$ cat src/rtl/ins_fetch_dec_pkg.sv
// Types and constants shared by the RV32I fetch/decode stage and the exec units.
package ins_fetch_dec_pkg;

  typedef enum logic [2:0] {
    ST_IDLE  = 3'd0,
    ST_FETCH = 3'd1,
    ST_EXEC  = 3'd2,
    ST_NEXT  = 3'd3,
    ST_FAULT = 3'd4
  } state_e;

  localparam logic [1:0] FAULT_NONE     = 2'd0;
  localparam logic [1:0] FAULT_MISALIGN = 2'd1;
  localparam logic [1:0] FAULT_TIMEOUT  = 2'd2;
  localparam logic [1:0] FAULT_ILLEGAL  = 2'd3;

  localparam logic [6:0] OP_LUI    = 7'b0110111;
  localparam logic [6:0] OP_AUIPC  = 7'b0010111;
  localparam logic [6:0] OP_JAL    = 7'b1101111;
  localparam logic [6:0] OP_JALR   = 7'b1100111;
  localparam logic [6:0] OP_BRANCH = 7'b1100011;
  localparam logic [6:0] OP_LOAD   = 7'b0000011;
  localparam logic [6:0] OP_STORE  = 7'b0100011;
  localparam logic [6:0] OP_I      = 7'b0010011;
  localparam logic [6:0] OP_R      = 7'b0110011;
  localparam logic [6:0] OP_SYSTEM = 7'b1110011;

  typedef struct packed {
    logic [6:0] funct7;
    logic [4:0] rs2;
    logic [4:0] rs1;
    logic [2:0] funct3;
    logic [4:0] rd;
    logic [6:0] op;
  } ins_fields_t;

  // Only the 32-bit encoding space (low bits 2'b11) is executable here.
  function automatic logic is_32bit_enc(input logic [1:0] low_bits);
    return low_bits == 2'b11;
  endfunction

endpackage

$ cat src/rtl/ins_fetch_dec_field_split.sv
// Combinational split of an RV32I instruction word into its fixed-position fields.
module ins_field_split
  import ins_fetch_dec_pkg::*;
(
  input  logic [31:0] ins,
  output logic [6:0]  op,
  output logic [2:0]  funct3,
  output logic [6:0]  funct7,
  output logic [4:0]  rs1,
  output logic [4:0]  rs2,
  output logic [4:0]  rd
);

  ins_fields_t fields;

  assign fields = ins;
  assign op     = fields.op;
  assign funct3 = fields.funct3;
  assign funct7 = fields.funct7;
  assign rs1    = fields.rs1;
  assign rs2    = fields.rs2;
  assign rd     = fields.rd;

endmodule

$ cat src/rtl/ins_fetch_dec.sv
// RV32I fetch/decode stage: fetches one word, issues exec_op, owns the PC.
//   state    | meaning
//   ST_IDLE  | waiting for run
//   ST_FETCH | mem_req high until mem_ack or timeout
//   ST_EXEC  | exec_op strobe, next pc chosen
//   ST_NEXT  | retire pulse, instret bump
//   ST_FAULT | sticky fault, wait for fault_clr
module ins_fetch_dec
  import ins_fetch_dec_pkg::*;
#(
  parameter logic [31:0] RESET_PC = 32'h0000_0000,
  parameter int unsigned TIMEOUT  = 16
) (
  input  logic        clk,
  input  logic        rst_n,
  input  logic        run,
  input  logic        fault_clr,
  output logic        mem_req,
  output logic [31:0] mem_addr,
  input  logic        mem_ack,
  input  logic [31:0] mem_rdata,
  input  logic        pc_w_op,
  input  logic [31:0] pc_w_val,
  output logic        exec_op,
  output logic [6:0]  ins_dec_op,
  output logic [2:0]  ins_dec_funct3,
  output logic [6:0]  ins_dec_funct7,
  output logic [4:0]  reg_rs1,
  output logic [4:0]  reg_rs2,
  output logic [4:0]  reg_rd,
  output logic [31:0] pc,
  output logic        retire,
  output logic [31:0] instret,
  output logic        fault,
  output logic [1:0]  fault_code,
  output logic [31:0] fault_pc
);

  localparam logic [15:0] TO_LAST = (TIMEOUT == 0) ? 16'd0 : 16'(TIMEOUT - 1);

  state_e      state_q, state_d;
  logic [31:0] pc_q, pc_d;
  logic [31:0] ins_q, ins_d;
  logic [15:0] cnt_q, cnt_d;
  logic [31:0] instret_q, instret_d;
  logic [1:0]  fault_code_q, fault_code_d;
  logic [31:0] fault_pc_q, fault_pc_d;
  logic        mem_req_q, mem_req_d;
  logic        exec_op_q, exec_op_d;
  logic        retire_q, retire_d;
  logic        fault_q, fault_d;

  always_comb begin
    state_d      = state_q;
    pc_d         = pc_q;
    ins_d        = ins_q;
    cnt_d        = cnt_q;
    instret_d    = instret_q;
    fault_code_d = fault_code_q;
    fault_pc_d   = fault_pc_q;

    unique case (state_q)
      ST_IDLE: begin
        if (run) begin
          if (pc_q[1:0] != 2'b00) begin
            state_d      = ST_FAULT;
            fault_code_d = FAULT_MISALIGN;
            fault_pc_d   = pc_q;
          end else begin
            state_d = ST_FETCH;
            cnt_d   = '0;
          end
        end
      end
      ST_FETCH: begin
        // An ack in the last allowed cycle still wins over the timeout.
        if (mem_ack) begin
          ins_d   = mem_rdata;
          state_d = ST_EXEC;
        end else if (TIMEOUT != 0 && cnt_q == TO_LAST) begin
          state_d      = ST_FAULT;
          fault_code_d = FAULT_TIMEOUT;
          fault_pc_d   = pc_q;
        end else begin
          cnt_d = cnt_q + 16'd1;
        end
      end
      ST_EXEC: begin
        if (!is_32bit_enc(ins_q[1:0])) begin
          state_d      = ST_FAULT;
          fault_code_d = FAULT_ILLEGAL;
          fault_pc_d   = pc_q;
        end else begin
          pc_d    = pc_w_op ? pc_w_val : pc_q + 32'd4;
          state_d = ST_NEXT;
        end
      end
      ST_NEXT: begin
        instret_d = instret_q + 32'd1;
        if (!run) begin
          state_d = ST_IDLE;
        end else if (pc_q[1:0] != 2'b00) begin
          state_d      = ST_FAULT;
          fault_code_d = FAULT_MISALIGN;
          fault_pc_d   = pc_q;
        end else begin
          state_d = ST_FETCH;
          cnt_d   = '0;
        end
      end
      ST_FAULT: begin
        if (fault_clr) begin
          state_d      = ST_IDLE;
          fault_code_d = FAULT_NONE;
          fault_pc_d   = '0;
        end
      end
      default: state_d = ST_IDLE;
    endcase

    // Strobes are registered so they line up exactly with the state they describe.
    mem_req_d = (state_d == ST_FETCH);
    exec_op_d = (state_d == ST_EXEC) && is_32bit_enc(ins_d[1:0]);
    retire_d  = (state_d == ST_NEXT);
    fault_d   = (state_d == ST_FAULT);
  end

  always_ff @(posedge clk or negedge rst_n) begin
    if (!rst_n) begin
      state_q      <= ST_IDLE;
      pc_q         <= RESET_PC;
      ins_q        <= '0;
      cnt_q        <= '0;
      instret_q    <= '0;
      fault_code_q <= FAULT_NONE;
      fault_pc_q   <= '0;
      mem_req_q    <= 1'b0;
      exec_op_q    <= 1'b0;
      retire_q     <= 1'b0;
      fault_q      <= 1'b0;
    end else begin
      state_q      <= state_d;
      pc_q         <= pc_d;
      ins_q        <= ins_d;
      cnt_q        <= cnt_d;
      instret_q    <= instret_d;
      fault_code_q <= fault_code_d;
      fault_pc_q   <= fault_pc_d;
      mem_req_q    <= mem_req_d;
      exec_op_q    <= exec_op_d;
      retire_q     <= retire_d;
      fault_q      <= fault_d;
    end
  end

  ins_field_split u_field_split (
    .ins    (ins_q),
    .op     (ins_dec_op),
    .funct3 (ins_dec_funct3),
    .funct7 (ins_dec_funct7),
    .rs1    (reg_rs1),
    .rs2    (reg_rs2),
    .rd     (reg_rd)
  );

  assign mem_req    = mem_req_q;
  assign mem_addr   = pc_q;
  assign pc         = pc_q;
  assign exec_op    = exec_op_q;
  assign retire     = retire_q;
  assign instret    = instret_q;
  assign fault      = fault_q;
  assign fault_code = fault_code_q;
  assign fault_pc   = fault_pc_q;

endmodule

$ cat config.mk
export PLATFORM = sky130hd
export DESIGN_NAME = ins_fetch_dec
export DESIGN_NICKNAME = d
export VERILOG_FILES = /design/src/rtl/ins_fetch_dec_pkg.sv /design/src/rtl/ins_fetch_dec_field_split.sv /design/src/rtl/ins_fetch_dec.sv
export SDC_FILE = /design/constraint.sdc
export NUM_CORES = 1
export LEC_CHECK = 0
export ABC_AREA = 1
export BUFFER_PORTS_ARGS = -buffer_cell sky130_fd_sc_hd__buf_2
export CAP_MARGIN = 30
export CORE_MARGIN = 2
export CORE_UTILIZATION = 50
export DETAILED_ROUTE_END_ITERATION = 6
export GPL_ROUTABILITY_DRIVEN = 0
export PLACE_DENSITY = 0.83
export SLEW_MARGIN = 20
export SYNTH_ARGS = -nofsm -noshare
export SYNTH_HDL_FRONTEND = slang
export SYNTH_SLANG_ARGS = --single-unit
$ cat constraint.sdc
create_clock -name clk -period 2.2 [get_ports clk]
set_input_delay 0.55 -clock clk [delete_from_list [all_inputs] [get_ports clk]]
set_output_delay 0.55 -clock clk [all_outputs]
set_load 0.005 [all_outputs]
# Yosys cells after proc, flatten, opt, wreduce, memory -nomap -nowiden

Cells that the tools add are included.

Flip-flop bits (word level): 153
Input bits: 70
Output and inout port bits: 166
Logic and storage cells: 74

Add/sub/neg operators: 3
Eq/ne operators: 19
Muxes and demuxes: 30
Reductions and logical operators: 10

Operators by type and width:

| operator                                               | count |
|---|---|
| two-way mux 32 bit                                     | 7 |
| one-hot mux 32 bit (4 select lines)                    | 1 |
| two-way mux 16 bit                                     | 4 |
| adder 32 x 1 -> 32 bit (second input constant)         | 1 |
| adder 32 x 3 -> 32 bit (second input constant)         | 1 |
| one-hot mux 16 bit (2 select lines)                    | 1 |
| two-way mux 3 bit                                      | 7 |
| adder 16 x 1 -> 16 bit (second input constant)         | 1 |
| == test 16 x 4 -> 1 bit (second input constant)        | 1 |
| two-way mux 2 bit                                      | 8 |
| one-hot mux 3 bit (5 select lines)                     | 1 |
| == test 3 x 2 -> 1 bit (second input constant)         | 4 |
| inequality test 2 bit (second input constant)          | 6 |
| one-hot mux 2 bit (4 select lines)                     | 1 |
| AND reduction 7 bit                                    | 1 |
| == test 3 x 1 -> 1 bit (second input constant)         | 2 |
| == test 3 bit (second input constant)                  | 2 |
| AND reduction 5 bit                                    | 1 |
| == test 2 bit (second input constant)                  | 2 |
| inequality test 2 x 1 -> 1 bit (second input constant) | 2 |
| AND reduction 2 bit                                    | 2 |
| nonzero test 2 bit                                     | 2 |
| nonzero test 4 bit                                     | 1 |
| logical NOT 3 bit                                      | 1 |
| other kinds (2)                                        | 2 |

# Longest topological paths before layout

Gate-level depths: netlist of run 1.

Word-level depth: 6
Gate-level depth with buffers: 11

# By module

Synthesis of run 1 repeated with hierarchy kept, for this count alone.

Cells, all modules: 1276
Area total of the unflattened synthesis: 8867.3 um2

Modules (own cells, without submodules):

| module          | times used | cells an instance | area each (um2) | seq. area each (um2) |
|---|---|---|---|---|
| ins_fetch_dec   | 1          | 1244              | 8627.0          | 3828.7 |
| ins_field_split | 1          | 32                | 240.2           | 0.0 |

# Worst setup path before layout of run 1

OpenSTA, ideal clock, no wires.

Path type: register to register
Start: register cnt_q[0]
End: register fault_pc_q[10], in the netlist fault_pc[10]
Setup time: 0.116 ns
Data arrival time: 1.453 ns
Required time: 2.084 ns
Slack: 0.630 ns
Cell stages (with the launch flop): 12
Buffers on the path: 1
Clock period less this slack: 1.570 ns
Path through: dfrtp_1 -> ha_1 -> nand2_1 -> inv_1 -> nand3_1 -> nor2_1 -> nand2_1 -> nand2_2 -> nand3_2 -> buf_4 -> nand2_1 -> nand2_1

Word-level cells in the longest chain between the ends: 3

Ends and longest elaborated chain:

| element                                | RTL line             | RTL |
|---|---|---|
| from (decl)                            | ins_fetch_dec.sv:44  | `logic [15:0] cnt_q, cnt_d;` |
| from (signal assigned)                 | ins_fetch_dec.sv:145 | `cnt_q <= cnt_d;` |
| == test 16 x 4 -> 1 bit                | ins_fetch_dec.sv:80  | `end else if (TIMEOUT != 0 && cnt_q == TO_LAST) begin` |
| inequality test 2 bit (no source line) | --                   |  |
| AND reduction 7 bit (no source line)   | --                   |  |
| to (signal assigned)                   | ins_fetch_dec.sv:148 | `fault_pc_q <= fault_pc_d;` |
| to (decl)                              | ins_fetch_dec.sv:47  | `logic [31:0] fault_pc_q, fault_pc_d;` |

No other way between the ends.
A chain may end at the register's enable or synchronous reset.

# Worst setup path in the final report of run 1

Start: register pc_q[9], in the netlist mem_addr[9]
End: register pc_q[19], in the netlist mem_addr[19]

Word-level cells in the longest chain between the ends: 2

Ends and longest elaborated chain:

| element                | RTL line             | RTL |
|---|---|---|
| from (decl)            | ins_fetch_dec.sv:42  | `logic [31:0] pc_q, pc_d;` |
| from (signal assigned) | ins_fetch_dec.sv:143 | `pc_q <= pc_d;` |
| adder 32 x 3 -> 32 bit | ins_fetch_dec.sv:94  | `pc_d = pc_w_op ? pc_w_val : pc_q + 32'd4;` |
| two-way mux 32 bit     | ins_fetch_dec.sv:94  |  |

No other way between the ends.

==> impl_metrics.env, run 1 <==
export IMPL_outcome="completed"
export IMPL_reg2regPathDepth=7
export IMPL_placed_area_um2=9910
export IMPL_r2r_slack_ns=0.16
export IMPL_track_usage_pct=27.4
export IMPL_cp_cell_sequence="nand2_1 > nor2_1 > nand3_1 > nor2_1 > nand2_1 > o21ai_0 > nor2_1"
export IMPL_drtIter0Drc=861
export IMPL_crit_end="mem_addr[19]$_DFFE_PN0P_"
export IMPL_hold_viol=0
export IMPL_setup_viol=0
export IMPL_fin_tns_setup_ns=0
export IMPL_antenna_found_initial=1
export IMPL_leakagePower_uw=0.00565
export IMPL_drc=0
export IMPL_first_pass_iters=6
export IMPL_die_area_um2=18400
export IMPL_ctsResizeCount=0
export IMPL_worst_setup_path_end_kind="flop"
export IMPL_clk_latency_ns=0.43
export IMPL_grt_pass1_vias=8326
export IMPL_ys_types=33
export IMPL_p_clk_share_pct=22.7
export IMPL_internal_power_uw=7480
export IMPL_wl_met2_um=11100
export IMPL_synth_seq_cells=153
export IMPL_cts_sinks=153
export IMPL_cpMostUsedCell="nor2_1"
export IMPL_critPathSlowestCell="dfrtp_1"
export IMPL_cap_viol_max_count=0
export IMPL_fmax_ghz=0.490
export IMPL_ir_drop_mv=0.851
export IMPL_crit_type="flop to flop"
export IMPL_critPathRequiredTime_ns=2.51
export IMPL_seq_area_um2=3830
export IMPL_synthArstFlopShare_pct=100
export IMPL_worstMarginPinSlew_ns=0.472
export IMPL_synth_top_area_share_pct=44.3
export IMPL_ys_top_cells_by_area="dfrtp_1, nand2_1, nor2_1"
export IMPL_core_um2=17100
export IMPL_crit_path_start_kind="flop"
export IMPL_drive_above_1_share_pct=20.4
export IMPL_slowest_delay_ns=0.50
export IMPL_post_dp_hpwl_um=18300
export IMPL_yosysTopAreaCell="dfrtp_1"
export IMPL_swShare_pct=41.3
export IMPL_powerDensity_nw_per_um2=1210
export IMPL_final_cells=1703
export IMPL_h_tree_depth=4
export IMPL_wl_per_cell_um=14.4
export IMPL_rows=48
export IMPL_stdcell_area_um2=10500
export IMPL_grt_max_degree=45
export IMPL_m1WireLength_um=10800
export IMPL_startpoint="mem_addr[9]$_DFFE_PN0P_"
export IMPL_io_pins=236
export IMPL_fillers=1570
export IMPL_min_path_type="primary input to asynchronous set/reset pin"
export IMPL_r2r_start="mem_addr[9]$_DFFE_PN0P_"
export IMPL_top_layer="met4"
export IMPL_r2r_end="mem_addr[19]$_DFFE_PN0P_"
export IMPL_syn_num_nets=1326
export IMPL_finalNetCount=1537
export IMPL_cts_tree="built"
export IMPL_cts_root_buffer="clkbuf_16"
export IMPL_grt_ovfl_total=0
export IMPL_comb_power_share_pct=41.0
export IMPL_critical_path_top_delay_family="simple AND/OR/NAND/NOR gates"
export IMPL_fin_crit_sh_pct=92.8
export IMPL_yosysWarningCount=0
export IMPL_rsz0062_at_grt="no"
export IMPL_cp_num_buf_inv=0
export IMPL_clk_pin_slew_ns=0.07
export IMPL_synth_edf_count=0
export IMPL_cp_depth=7
export IMPL_die_w_um=136
export IMPL_cts_buffers=17
export IMPL_synth_area_um2=8650
export IMPL_slew_violations=0
export IMPL_arrival_ns=2.35
export IMPL_wl_met3_um=2100
export IMPL_portBuffers=235
export IMPL_drt_antenna_violating_nets=0
export IMPL_p_sw_uw=5260
export IMPL_maxSlewHeadroom_pct=68.4
export IMPL_area_growth_pct=21.3
export IMPL_power_uw=12700
export IMPL_multi_input_area_um2=4040
export IMPL_syn_avg_cell_area_um2=6.90
export IMPL_critPathMaxFanout=7
export IMPL_clockBufferDepth=2
export IMPL_syn_inst=1253
export IMPL_synthTopCellsByCount="nand2_1, nor2_1, dfrtp_1"
export IMPL_placed_cells=1669
export IMPL_yosysMostFrequentCell="nand2_1"
export IMPL_p_seq_share_pct=36.3
export IMPL_vias=8790
export IMPL_start_util_pct=50.5
export IMPL_vias_per_cell=5.16
export IMPL_drt_total_wl_um=24600
export IMPL_synth_ff_type="dfrtp_1"
export IMPL_ys_seq_area_share_pct=44.3
export IMPL_clock_skew_ns=0.0111
export IMPL_grt_pass1_wl_um=40300
export IMPL_fin_crit_ns=2.04
export IMPL_dieHeight_um=136
-- layout by cell type (no fill, tap or decap), drive strengths merged, types with 2 or more instances in the layout --
| master | count |
|---|---|
| nor3 | 4 |
| a21oi | 13 |
| o211ai | 3 |
| bufinv | 2 |
| clkinvlp | 4 |
| o21ai | 43 |
| xor2 | 14 |
| clkinv | 4 |
| xnor2 | 9 |
| nor2 | 190 |
| buf | 260 |
| dfrtp | 153 |
| nand3b | 8 |
| inv | 96 |
| nand4 | 15 |
| ha | 3 |
| o22ai | 4 |
| clkbuf | 22 |
| nand2 | 515 |
| or2 | 5 |
| nand3 | 105 |
-- through the flow --
stage,utilization [%],hold slack [ns],setup slack [ns]
finish,61.3,0.0433,0.159
global route,61.3,0.0722,0.0228
CTS,61.2,0.0590,0.182
detailed placement,57.9,0.456,0.225
global placement,57.9,0.451,0.301
floorplan,-,0.254,0.630
-- worst min-delay path by stage --
stage,slack (ns),cells past startpoint,endpoint
2_1_floorplan,0.25,0,cnt_q[0]$_DFFE_PN0P_
3_3_place_gp,0.45,2,fault_pc[4]$_DFFE_PN0P_
3_5_place_dp,0.46,2,fault_pc[29]$_DFFE_PN0P_
4_1_cts,0.06,1,instret[12]$_DFFE_PN0N_
5_1_grt,0.07,1,instret[12]$_DFFE_PN0N_
6_report,0.04,1,instret[11]$_DFFE_PN0N_
-- power by group through the flow --
stage,Combinational (uW),Clock (uW),Sequential [uW]
after floorplan,3400,0,4530
after global placement,5060,0,4620
after detailed placement,5210,0,4610
after CTS,5210,2930,4610
after global routing,5940,3050,4760
final,5210,2890,4620
-- routing by layer --
layer,GRT usage [%],up-vias
li1,-,4297
met1,38.3,4020
met2,42.7,422
met3,5.13,51
met4,10.1,0
met5,0,-
-- area by class of cell --
type / instances / area share (%)
flip-flops and latches: 153 / 36.5
clock inverters: 10 / 1.16
clock buffers: 22 / 4.33
multi-input cells: 936 / 38.5
inverters: 96 / 3.43
diodes: 1 / 0.0238
well taps: 225 / 2.68
repair buffers: 260 / 13.4
-- repair_timing --
item,CTS,global route
hold buffers,0,0
buffers inserted,0,1
endpoints found under the hold margin,0,0
setup endpoints to repair,0,22
-- flip-flops by register name, summed over array words and instances (netlist names), 2 cells and up --
signal,flops
cnt_q,16
fault_code,2
ins_q,32
instret,32
mem_addr,32
state_q,3
fault_pc,32
-- cell families (layout without fill, tap and decap cells) --
kind of cell	Yosys count	count (layout)	synth area share, %
simple gates	844	844	39.9
fa+ha+maj	3	3	0.434
compound gates	66	66	4.05
buf+inv	164	388	9.07
xor+xnor	23	23	2.33
flops	153	153	44.3
other cells	0	1	0
Power figures use the tool's default switching activity.
==> run 2: changes to the inputs <==
Clock period 2.2 ns to 1.9 ns, I/O delays scaled along.
==> impl_metrics.env, run 2 (synthesis gave the netlist of run 1 again) <==
export IMPL_outcome="completed"
export IMPL_layout_common_cells="nand2_1, buf_2, nor2_1"
export IMPL_crit_path_start_kind="flop"
export IMPL_power_uw=15300
export IMPL_critPathRequiredTime_ns=2.26
export IMPL_r2r_start="mem_addr[3]$_DFFE_PN0P_"
export IMPL_fin_crit_sh_pct=92.2
export IMPL_first_pass_iters=6
export IMPL_cp_num_buf_inv=1
export IMPL_rsz0062_at_grt="no"
export IMPL_slew_violations=0
export IMPL_final_common_cell="nand2_1"
export IMPL_grt_pass1_wl_um=39400
export IMPL_startpoint="mem_addr[3]$_DFFE_PN0P_"
export IMPL_slowest_delay_ns=0.43
export IMPL_min_path_type="primary input to flop"
export IMPL_drive_above_1_share_pct=21.2
export IMPL_cp_cell_sequence="ha_1 > nand2_1 > nor2_1 > nand2_1 > inv_1 > nand2_1 > nor3_1 > nor2_1 > nor2_1"
export IMPL_cts_sinks=153
export IMPL_fillers=1541
export IMPL_critical_path_top_delay_family="simple AND/OR/NAND/NOR gates"
export IMPL_fin_util_pct=62.2
export IMPL_grt_pass1_vias=7902
export IMPL_cts_tree="built"
export IMPL_track_usage_pct=26.9
export IMPL_r2r_end="mem_addr[12]$_DFFE_PN0P_"
export IMPL_cts_root_buffer="clkbuf_16"
export IMPL_cp_depth=9
export IMPL_drt_antenna_violating_nets=0
export IMPL_r2r_slack_ns=0.15
export IMPL_clockBufferDepth=2
export IMPL_placed_cells=1672
export IMPL_post_dp_hpwl_um=18200
export IMPL_wl_per_cell_um=14.4
export IMPL_crit_type="flop to flop"
export IMPL_start_util_pct=50.5
export IMPL_clock_skew_ns=0.00879
export IMPL_cts_buffers=17
export IMPL_maxSlewHeadroom_pct=64.9
export IMPL_fin_crit_ns=1.75
export IMPL_ir_drop_mv=0.948
export IMPL_worstMarginPinSlew_ns=0.527
export IMPL_io_pins=236
export IMPL_setup_viol=0
export IMPL_clk_pin_slew_ns=0.06
export IMPL_grt_ovfl_total=0
export IMPL_reg2regPathDepth=9
export IMPL_antenna_found_initial=3
export IMPL_fmax_ghz=0.571
export IMPL_core_um2=17100
export IMPL_rows=48
export IMPL_drc=0
export IMPL_final_cells=1707
export IMPL_drtIter0Drc=697
export IMPL_powerDensity_nw_per_um2=1430
export IMPL_vias_per_cell=5.19
export IMPL_hold_viol=0
export IMPL_crit_end="mem_addr[12]$_DFFE_PN0P_"
export IMPL_arrival_ns=2.11
export IMPL_dieHeight_um=136
export IMPL_clk_latency_ns=0.43
export IMPL_die_area_um2=18400
export IMPL_die_w_um=136
export IMPL_leakagePower_uw=0.00573
export IMPL_portBuffers=235
export IMPL_area_growth_pct=23.1
export IMPL_fin_tns_setup_ns=0
export IMPL_grt_max_degree=56
export IMPL_cap_viol_max_count=0
export IMPL_critPathSlowestCell="dfrtp_2"
export IMPL_h_tree_depth=4
export IMPL_vias=8864
export IMPL_finalNetCount=1541
export IMPL_drt_total_wl_um=24600
export IMPL_worst_setup_path_end_kind="flop"
export IMPL_critPathMaxFanout=7
## run 2: where the power goes
group,total (uW),internal [uW],switching (uW)
Sequential,5370,4340,1030
Clock,3760,2420,1340
Combinational,6140,2420,3720
Total,15300,9180,6090
## run 2: how the worst min path moves through the flow
stage             startpoint                 endpoint  slack (ns)  depth (start not counted)
2_1_floorplan          rst_n     cnt_q[0]$_DFFE_PN0P_        0.18                          0
3_3_place_gp           rst_n  instret[12]$_DFFE_PN0N_        0.27                          1
3_5_place_dp           rst_n  instret[12]$_DFFE_PN0N_        0.27                          1
4_1_cts        mem_rdata[13]    ins_q[13]$_DFFE_PN0P_        0.23                          3
5_1_grt         mem_rdata[7]     ins_q[7]$_DFFE_PN0P_        0.24                          3
6_report       mem_rdata[20]    ins_q[20]$_DFFE_PN0P_        0.24                          3
## run 2: worst reg2reg max path: cells and delay by family, from the launching register on
kind	cells	cell delay (ns)
fa+ha+maj	1	0.23
simple gates	7	0.90
flops	1	0.43
buf+inv	1	0.13
## run 2: layout make-up
class                           instances  area, um^2  share of cell area (%)
Multi-Input combinational cell        936        4060                    38.1
Sequential cell                       153        3830                    36.0
Timing Repair Buffer                  264        1460                    13.7
Clock buffer                           22         474                    4.45
Inverter                               96         360                    3.38
Tap cell                              225         282                    2.64
Clock inverter                          8         168                    1.57
Antenna cell                            3        7.51                  0.0705
## run 2: metal layers
| layer | vias up | wire, um | GRT usage, % |
|---|---|---|---|
| li1 | 4305 | - | - |
| met1 | 4064 | 10900 | 38.2 |
| met2 | 445 | 11100 | 40.8 |
| met3 | 50 | 2020 | 6.36 |
| met4 | 0 | 607 | 9.03 |
| met5 | - | 0 | 0 |
## run 2: repair_timing
item / 4_1_cts / 5_1_grt
endpoints found under the setup margin: 0 / 59
buffers inserted: 0 / 1
resized for setup: 0 / 12
hold buffers: 1 / 0
endpoints found under the hold margin: 3 / 0
## run 2: metrics by stage
stage               area, um^2  hold slack [ns]  setup WS (ns)
floorplan                 8650            0.179          0.330
global placement          9940            0.270          0.139
detailed placement        9940            0.271         0.0262
CTS                      10600            0.234         0.0160
global route             10600            0.240        0.00881
finish                   10600            0.240          0.148
==> run 3: changes to the inputs <==
Settings changed: ABC_AREA 1 to unset, PLACE_DENSITY 0.83 to 0.85.
Clock period 1.9 ns to 1.93 ns, I/O delays scaled along.
==> impl_metrics.env, run 3 <==
export IMPL_syn_avg_cell_area_um2=9.78
export IMPL_drc=0
export IMPL_final_setup_worst_slack_ns=-0.0707
export IMPL_clock_skew_ns=0.0110
export IMPL_synth_top_area_share_pct=51.2
export IMPL_worstMarginPinSlew_ns=0.607
export IMPL_violations="negative setup slack"
export IMPL_fmax_ghz=0.500
export IMPL_placed_area_um2=9170
export IMPL_min_path_type="primary input to flop"
export IMPL_arrival_ns=2.30
export IMPL_synth_edf_count=0
export IMPL_vias_per_cell=5.70
export IMPL_fin_crit_sh_pct=104
export IMPL_synthTopCellsByCount="dfrtp_1, nand2_1, o21ai_0"
export IMPL_multi_input_area_um2=3460
export IMPL_ys_types=62
export IMPL_die_w_um=126
export IMPL_dieHeight_um=126
export IMPL_slew_violations=0
export IMPL_core_um2=14600
export IMPL_post_dp_hpwl_um=14600
export IMPL_clk_pin_slew_ns=0.06
export IMPL_drive_above_1_share_pct=44.9
export IMPL_synth_ff_type="dfrtp_1"
export IMPL_die_area_um2=16000
export IMPL_h_tree_depth=4
export IMPL_yosysMostFrequentCell="dfrtp_1"
export IMPL_antenna_found_initial=2
export IMPL_yosysTopAreaCell="dfrtp_1"
export IMPL_io_pins=236
export IMPL_fillers=1091
export IMPL_drt_total_wl_um=21800
export IMPL_first_pass_iters=5
export IMPL_area_growth_pct=38.3
export IMPL_finalNetCount=1117
export IMPL_clockBufferDepth=2
export IMPL_clk_latency_ns=0.42
export IMPL_yosysWarningCount=0
export IMPL_worst_setup_path_end_kind="flop"
export IMPL_powerDensity_nw_per_um2=1410
export IMPL_fin_tns_setup_ns=-0.235
export IMPL_crit_type="flop to flop"
export IMPL_wl_per_cell_um=17.5
export IMPL_layout_common_cells="buf_2, dfrtp_1, nand2_1"
export IMPL_cts_tree="built"
export IMPL_outcome="finished with violations"
export IMPL_grt_pass1_wl_um=32300
export IMPL_grt_ovfl_total=0
export IMPL_synth_seq_cells=153
export IMPL_grt_pass1_vias=6587
export IMPL_syn_inst=765
export IMPL_synthArstFlopShare_pct=100
export IMPL_drt_antenna_violating_nets=0
export IMPL_vias=7075
export IMPL_seq_area_um2=3830
export IMPL_portBuffers=235
export IMPL_syn_num_nets=838
export IMPL_cts_sinks=153
export IMPL_cap_viol_max_count=0
export IMPL_drtIter0Drc=553
export IMPL_ys_seq_area_share_pct=51.2
export IMPL_critPathMaxFanout=5
export IMPL_ys_top_cells_by_area="dfrtp_1, nand2_1, mux2_2"
export IMPL_maxSlewHeadroom_pct=59.1
export IMPL_final_common_cell="buf_2"
export IMPL_crit_path_start_kind="flop"
export IMPL_cts_buffers=17
export IMPL_ir_drop_mv=1.13
export IMPL_setup_viol=7
export IMPL_synth_area_um2=7480
export IMPL_track_usage_pct=24.8
export IMPL_cts_root_buffer="clkbuf_16"
export IMPL_grt_max_degree=43
export IMPL_hold_viol=0
export IMPL_rows=44
export IMPL_fin_crit_ns=2.00
export IMPL_leakagePower_uw=0.00512
export IMPL_rsz0062_at_grt="yes"
export IMPL_insertedDiodeCount=0
export IMPL_start_util_pct=51.3
export IMPL_critPathRequiredTime_ns=2.22
export IMPL_stdcell_area_um2=10300
==> run 3: worst paths after layout <==
kind,startpoint,endpoint,slack [ns],cells past startpoint
setup / recovery,mem_addr[3]$_DFFE_PN0P_,mem_addr[24]$_DFFE_PN0P_,-0.07,6
hold / removal,mem_rdata[21],ins_q[21]$_DFFE_PN0P_,0.30,2
setup reg to reg,mem_addr[3]$_DFFE_PN0P_,mem_addr[24]$_DFFE_PN0P_,-0.07,6
hold reg to reg,fault_pc[25]$_DFFE_PN0P_,fault_pc[25]$_DFFE_PN0P_,0.47,2
max in group asynchronous,rst_n,fault_pc[31]$_DFFE_PN0P_,0.74,3
min in group asynchronous,rst_n,fault_pc[2]$_DFFE_PN0P_,0.55,2
==> run 3: per-layer routing <==
metal	global-route usage, %	vias to the layer above	part of all wire, %
met1	31.8	3451	40
met4	9.18	4	2.1
li1	-	3228	-
met5	0	-	0.12
met3	5.48	51	7.8
met2	41.4	341	50
==> run 3: through the flow <==
step	power, uW	std cells	hold slack (ns)	utilization [%]	setup slack, ns
floorplan	7350	765	0.187	-	-0.0492
global placement	9400	1189	0.432	62.8	-0.0560
detailed placement	9590	1189	0.429	62.8	-0.0908
CTS	13200	1224	0.281	67.5	-0.0863
global route	15400	1241	0.288	70.9	-0.120
finish	14600	1241	0.296	70.9	-0.0707
==> run 3: logic make-up after synthesis <==
kind of cell	after synthesis	synth area share, %
AND/OR/NAND/NOR	310	20.9
flip-flops	153	51.2
AO/OA/AOI/OAI	130	10.3
buffers and inverters	88	6.39
XOR/XNOR	42	4.92
multiplexers	39	5.82
adder cells (fa/ha/maj)	3	0.502
==> run 3: critical path, cell delays in order (launching register included) <==
cell and delay [ns]:
dfrtp_2 0.39, ha_4 0.16, nand4_4 0.07, or4_4 0.59
or4_4 0.51, o21ai_2 0.07, a211oi_1 0.08
==> run 3: where the power goes <==
| group | leakage [uW] | internal, uW | switching (uW) |
|---|---|---|---|
| Sequential | 0.00197 | 4150 | 718 |
| Clock | 0.000304 | 2190 | 1330 |
| Combinational | 0.00285 | 3120 | 3080 |
| Total | 0.00512 | 9460 | 5130 |
==> run 3: what timing repair did <==
| action | 4_1_cts | 5_1_grt |
|---|---|---|
| endpoints found under the hold margin | 7 | 0 |
| pin swaps | 6 | 25 |
| hold buffers | 1 | 0 |
| setup buffers | 2 | 8 |
| gates resized for setup | 4 | 102 |
| endpoints found under the setup margin | 28 | 104 |
| cloned | 0 | 9 |
==> run 3: cell type report <==
class	instances	share of cell area (%)
well taps	184	2.23
repair buffers	334	20.6
clock inverters	11	1.51
multi-input cells	524	33.5
flip-flops and latches	153	37.0
inverters	14	0.508
clock buffers	21	4.64
